File: src/rtl/uart_tx_arbiter.sv
// uart_tx_arbiter: round-robin arbiter sharing one UART transmit FIFO write port among NUM_REQ byte-stream requesters.
//   clk, rst_n          clock, asynchronous active-low reset
//   en_i                arbiter enable; low blocks new grants, never revokes a held one
//   req_valid_i/_data_i/_last_i   per-requester byte stream (requester k owns data bits [8k+7:8k])
//   req_ready_o         per-requester accept, only the granted requester can see it high
//   tx_full_i           transmit FIFO full
//   tx_data_o/tx_write_o  byte and single-cycle write strobe to the FIFO
//   grant_o, busy_o     one-hot current owner, high while a grant is held
module uart_tx_arbiter #(
    parameter int NUM_REQ   = 4,
    parameter int MAX_BURST = 16
) (
    input  logic                 clk,
    input  logic                 rst_n,
    input  logic                 en_i,
    input  logic [NUM_REQ-1:0]   req_valid_i,
    input  logic [8*NUM_REQ-1:0] req_data_i,
    input  logic [NUM_REQ-1:0]   req_last_i,
    output logic [NUM_REQ-1:0]   req_ready_o,
    input  logic                 tx_full_i,
    output logic [7:0]           tx_data_o,
    output logic                 tx_write_o,
    output logic [NUM_REQ-1:0]   grant_o,
    output logic                 busy_o
);
    localparam int PW = $clog2(NUM_REQ);
    localparam int CW = $clog2(MAX_BURST + 1);
    typedef enum logic {IDLE, XFER} state_e;
    state_e             state_q, state_d;
    logic [NUM_REQ-1:0] grant_q, grant_d;
    logic [PW-1:0]      gidx_q, gidx_d, rr_q, rr_d, sel;
    logic [CW-1:0]      cnt_q, cnt_d;
    logic [7:0]         data_q, data_d;
    logic               wr_q, wr_d, any_valid, accept, release_c;
    // Scan from the far end toward rr_q+1 so the nearest valid index after the last grant wins.
    always_comb begin
        sel = rr_q;
        any_valid = 1'b0;
        for (int i = NUM_REQ; i >= 1; i--) begin
            if (req_valid_i[(int'(rr_q) + i) % NUM_REQ]) begin
                sel = PW'((int'(rr_q) + i) % NUM_REQ);
                any_valid = 1'b1;
            end
        end
    end
    // Ready is masked during the write strobe so tx_full_i is current before the next accept.
    assign req_ready_o = (state_q == XFER && !tx_full_i && !wr_q) ? grant_q : '0;
    assign accept      = |(req_ready_o & req_valid_i);
    assign release_c   = accept && (req_last_i[gidx_q] || cnt_q == CW'(MAX_BURST - 1));
    always_comb begin
        state_d = state_q;
        grant_d = grant_q;
        gidx_d  = gidx_q;
        rr_d    = rr_q;
        cnt_d   = cnt_q;
        data_d  = accept ? req_data_i[8*gidx_q +: 8] : data_q;
        wr_d    = accept;
        if (state_q == IDLE) begin
            if (en_i && any_valid) begin
                state_d = XFER;
                grant_d = NUM_REQ'(1) << sel;
                gidx_d  = sel;
                cnt_d   = '0;
            end
        end else if (accept) begin
            cnt_d = cnt_q + CW'(1);
            if (release_c) begin
                state_d = IDLE;
                grant_d = '0;
                rr_d    = gidx_q;
            end
        end
    end
    always_ff @(posedge clk or negedge rst_n) begin
        if (!rst_n) begin
            state_q <= IDLE;
            grant_q <= '0;
            gidx_q  <= '0;
            rr_q    <= PW'(NUM_REQ - 1);
            cnt_q   <= '0;
            data_q  <= 8'h00;
            wr_q    <= 1'b0;
        end else begin
            state_q <= state_d;
            grant_q <= grant_d;
            gidx_q  <= gidx_d;
            rr_q    <= rr_d;
            cnt_q   <= cnt_d;
            data_q  <= data_d;
            wr_q    <= wr_d;
        end
    end
    assign tx_data_o  = data_q;
    assign tx_write_o = wr_q;
    assign grant_o    = grant_q;
    assign busy_o     = (state_q == XFER);
endmodule

File: config.mk
export PLATFORM = sky130hd
export DESIGN_NAME = uart_tx_arbiter
export DESIGN_NICKNAME = d
export VERILOG_FILES = /design/src/rtl/uart_tx_arbiter.sv
export SDC_FILE = /design/constraint.sdc
export NUM_CORES = 1
export LEC_CHECK = 0
export CORE_MARGIN = 10
export CORE_UTILIZATION = 44
export DETAILED_ROUTE_END_ITERATION = 7
export PLACE_DENSITY_LB_ADDON = 0.15
export SYNTH_ARGS = -nofsm -noshare
export SYNTH_HDL_FRONTEND = slang
export SYNTH_SLANG_ARGS = --single-unit
File: constraint.sdc
create_clock -name clk -period 2.9 [get_ports clk]
set_clock_uncertainty 0.2 [all_clocks]
set_input_delay 0.58 -clock clk [delete_from_list [all_inputs] [get_ports clk]]
set_output_delay 0.58 -clock clk [all_outputs]
set_load 0.01 [all_outputs]
## After elaboration in Yosys (flattened, before gate mapping)

Cells that the tools add are included.
Widths: inputs -> output; s select.

- Bits in registers: 23
- Latch bits: 0
- Memory bits (writable): 0
- Bits in read-only memories: 0
- Input bits: 44
- Output and inout bits: 18
- Word-level logic and storage cells: 79
- Memories kept: 0

- Add/subtract/negate cells: 5
- Multiply operators: 0
- Div/mod/pow operators: 0
- Order comparisons: 5
- Equality and inequality tests: 3
- Shift-type cells: 2
- Multiplexer cells: 34
- Bitwise logic cells: 6
- Reductions and logical operators: 17

Operators by type and width:

| operator | count |
|---|---|
| $shiftx 32x6->8 | 1 |
| $mux 4 | 5 |
| $mux 1 | 17 |
| $lt 3x4->1 const B | 4 |
| $mux 5 | 3 |
| $bmux 1 s2 | 5 |
| $mux 2 | 4 |
| $reduce_or 2->1 | 4 |
| $reduce_and 3->1 | 2 |
| $add 5x1->5 const B | 1 |
| $eq 5x4->1 const B | 1 |
| $add 2x1->2 const B | 2 |
| $add 2x2->2 const B | 2 |
| $and 1x1->1 const A | 4 |
| $and 4x4->4 | 1 |
| $logic_and 1x1->1 | 4 |
| $ne 2x1->1 const B | 2 |
| $reduce_and 2->1 | 2 |
| $reduce_or 4->1 | 1 |
| $shl 1x2->4 const A | 1 |
| $lt 2x3->1 const B | 1 |
| $logic_not 1->1 | 2 |
| $reduce_bool 2->1 | 1 |
| $logic_or 1x1->1 | 1 |
| $not 1->1 | 1 |

## Longest topological paths before layout

- Depth in word-level cells: 13
- Gate-level depth with buffers: 6

## Worst setup path after synthesis

Ideal clock, no wire load.

- Path kind: input to register
- Start: input port tx_full_i
- End: register data_q[3], in the netlist tx_data_o[3]
- Data arrival time: 1.676 ns
- Required time: 2.575 ns
- Slack: 0.899 ns
- Stages: 4
- Buffers on the path: 1
- Cell sequence: nor3b_4 a21boi_4 buf_4 mux2_2

- Word-level cells in the longest chain between the ends: 6

Ends and longest elaborated chain:

| item | RTL line | text |
|---|---|---|
| start: declaration | 20 | `input logic tx_full_i,` |
| $logic_not 1->1 | 47 | `assign req_ready_o = (state_q == XFER && !tx_full_i && !wr_q) ? grant_q : '0;` |
| $logic_and 1x1->1 (2 in series) | 47 |  |
| $mux 4 | 47 |  |
| $and 4x4->4 | 48 | `assign accept = \|(req_ready_o & req_valid_i);` |
| $reduce_or 4->1 | 48 |  |
| named net accept | 34 | `logic wr_q, wr_d, any_valid, accept, release_c;` |
| end signal: assignment | 89 | `data_q <= data_d;` |
| end: declaration | 33 | `logic [7:0] data_q, data_d;` |

The timed path passes the listed nets, and every way through them passes these cells.
A chain may end at the register's enable or synchronous reset.

## Worst setup path in the final report

- Start: input port tx_full_i
- End: output port req_ready_o[1]

- Word-level cells in the longest chain between the ends: 4

Ends and longest elaborated chain:

| item | RTL line | text |
|---|---|---|
| $logic_not 1->1 | 47 |  |
| $logic_and 1x1->1 (2 in series) | 47 |  |
| $mux 4 | 47 |  |
| end: declaration | 19 | `output logic [NUM_REQ-1:0] req_ready_o,` |

Every way passes these cells.

==> key figures <==
Run status
  • Status: complete, no violations

Logic synthesis
  • Avg Cell Area, Syn: 13.2 sq um
  • Synth cell types: 35
  • Main flop type after synthesis: dfrtp_1
  • Flops & latches, synth: 23
  • Synth area leader: dfrtp_1
  • Synth Instances: 102
  • Post-synth EDFFs: 0
  • YS warnings: 0
  • Async SR Flop Fraction: 100%
  • Seq/Total Area, Yosys: 43.0%
  • Synthesized area: 1340 sq um
  • Syn nets: 148
  • Synth top area cells: dfrtp_1 (39%), mux4_2 (13%), mux2_2 (8.4%), dfstp_2 (3.9%), mux2i_1 (3.7%)
  • Yosys top cell area share: 39.1%

Worst hold path
  • Hold_sp: cnt_q[2]
  • Worst Hold Endpoint: cnt_q[2]
  • Hold Path Class: flip-flop to flip-flop
  • WHS Path Cells: 1

Power
  • Combinational share of power: 49.9%
  • Pwr per Cell Area: 751 nW/um^2
  • Int Pwr: 1.01 mW
  • Switching power: 0.512 mW
  • Pleak: 0.809 nW
  • Seq pwr share: 40.3%
  • Sw Ratio: 33.7%
  • Clock Power Share: 9.8%
  • Peak supply drop: 0.419 mV
  • Final Power: 1.52 mW

Setup path
  • Crit-path most repeated cell: clkdlybuf4s50_1
  • CP max stage delay: 0.53 ns
  • Worst setup path category: input pin to output port
  • CP endpoint kind: output port
  • R2R cell count: 5
  • Crit path buf inv count: 2
  • Data required, critical path: 2.12 ns
  • CP Launch Type: input pin
  • Worst r2r dst: rr_q[0]
  • Origin of the critical flop-to-flop path: cnt_q[0]
  • Worst path arrival time: 1.97 ns
  • Worst path top cell family by delay: buffers and inverters
  • R2R setup slack: 0.78 ns
  • Critical path depth: 4
  • Critical path cell sequence: clkdlybuf4s50_1 > nor3b_4 > and2_1 > clkdlybuf4s50_1
  • Slowest CP cell: clkdlybuf4s50_1
  • Max FO, Critical Path: 5

STA
  • Final worst-path cycle share: 94.9%
  • Final hold viol count: 0
  • Max Fclk: 363 MHz
  • RSZ-0062 raised after global routing: no
  • Rel. slew slack: 57.1%
  • Slew Viols, Final: 0
  • Min Tclk post-route: 2.75 ns
  • Final Setup Violations: 0
  • Slew @ Worst Pin: 0.643 ns
  • Worst setup margin: 0.149 ns
  • Hold Worst Slack: 0.306 ns
  • Setup TNS Final: 0 ns

Route
  • Post-DRT Antenna Nets: 0
  • Vias: 1083
  • Drt pass-1 iters: 4
  • DRT iter0 DRCs: 24
  • DRC: 0
  • DR WL/cell: 17.8 um
  • Avg Vias per Cell: 5.50
  • Final wirelength: 3510 um

Global route
  • Via count of the first global-routing pass: 1250
  • Largest net degree at the start of global routing: 24
  • First-pass GRT wire length: 6050 um
  • GRT Total Usage: 14.0%
  • Initial antenna violation count: 0
  • GRT overflow: 0

Floorplanning
  • Num rows: 19
  • I/O Pins: 62
  • Die H: 75.3 um
  • Core area: 2830 sq um
  • Initial cell density of the core: 47.5%
  • Die width: 75.3 um
  • Die ar.: 5660 sq um

Clock network
  • TritonCTS Buffers: 3
  • Root buffer cell: clkbuf_4
  • Clock slew at reported path FFs: 0.13 ns
  • CTS tree: done
  • Worst skew pair latency: 0.31 ns
  • Post-CTS Resized: 0
  • Clk sinks: 23
  • H-tree depth: 1
  • Max Buffers Root-to-Sink: 2
  • Hold_buf cts: 0
  • Post-CTS Setup Inserts: 0

Final layout
  • Fin area: 2020 sq um
  • Most common cell after layout, fill and taps aside: clkdlybuf4s50_1
  • Share of cells above drive strength 1: 19.3%
  • Most frequent cells in the layout: clkdlybuf4s50_1 (61), dfrtp_1 (21), mux2_2 (10)
  • Final Non-Filler Cells: 197
  • ANT cells: 0
  • Area delta synth->final: 50.3%
  • Post-Route Utilization: 71.4%
  • Nets: 213

Placement
  • Port bufs: 61
  • GPL Wtd Cong: 0.804
  • Placed cell count: 193
  • Area after DPL: 1990 sq um
  • Pre-CTS setup slack: 0.135 ns
  • Post-DP HPWL: 2920 um

Job
  • Max cap viols: 0
flip-flops by register name, summed over array words and instances (netlist names):
register,count
busy_o,1
gidx_q,2
tx_data_o,8
cnt_q,5
rr_q,2
tx_write_o,1
grant_o,4
area by class of cell:
| cell class | instances | area (sq um) |
|---|---|---|
| clock buffer | 3 | 22.5 |
| sequential | 23 | 578 |
| clock inverter | 1 | 5.00 |
| multi-input combinational | 73 | 734 |
| timing repair buffer | 64 | 633 |
| inverter | 2 | 7.51 |
| tap | 31 | 38.8 |
| fill | 227 | 810 |
power by group through the flow:
stage	combinational (mW)	sequential [mW]	clock [mW]
after floorplan	0.456	0.590	0
after global placement	0.751	0.615	0
after detailed placement	0.768	0.624	0
after CTS	0.770	0.618	0.155
after global routing	0.834	0.642	0.166
final	0.758	0.612	0.148
worst reg2reg max path: stages, from the launching register on:
cell and delay (ns):
dfrtp_1 0.42, ha_1 0.23, and3_1 0.19, ha_1 0.22, o311ai_4 0.46, mux2_4 0.34
kinds of logic after synthesis:
kind of cell	share of synthesized area, %
AO/OA/AOI/OAI	11.2
XOR/XNOR	0.652
adder cells (fa/ha/maj)	1.86
buffers and inverters	2.33
flip-flops	43.0
multiplexers	27.7
AND/OR/NAND/NOR	13.2
cells in the mapped netlist, types with 3 or more instances:
| cell type | n |
|---|---|
| mux2i_1 | 5 |
| dfrtp_1 | 21 |
| nor2b_1 | 3 |
| mux2_2 | 10 |
| nand2_1 | 7 |
| and2_1 | 4 |
| mux4_2 | 8 |
| a32o_1 | 4 |
worst max path at each step:
stage | start | endpoint | slack [ns]
2_1_floorplan | tx_full_i | tx_data_o[3] | 0.90
6_report | tx_full_i | req_ready_o[1] | 0.15
5_1_grt | tx_full_i | req_ready_o[1] | 0.06
3_3_place_gp | tx_full_i | req_ready_o[1] | 0.16
3_5_place_dp | tx_full_i | req_ready_o[1] | 0.14
4_1_cts | tx_full_i | req_ready_o[1] | 0.13
routing by layer:
layer	global-route usage, %	part of all wire [%]	vias to the layer above
li1	-	-	515
met1	14.1	37	540
met2	26.7	56	26
met3	4.47	6.7	2
met4	4.33	0.26	0
met5	0	0	-
No activity file was read; power rests on OpenSTA's default activity.
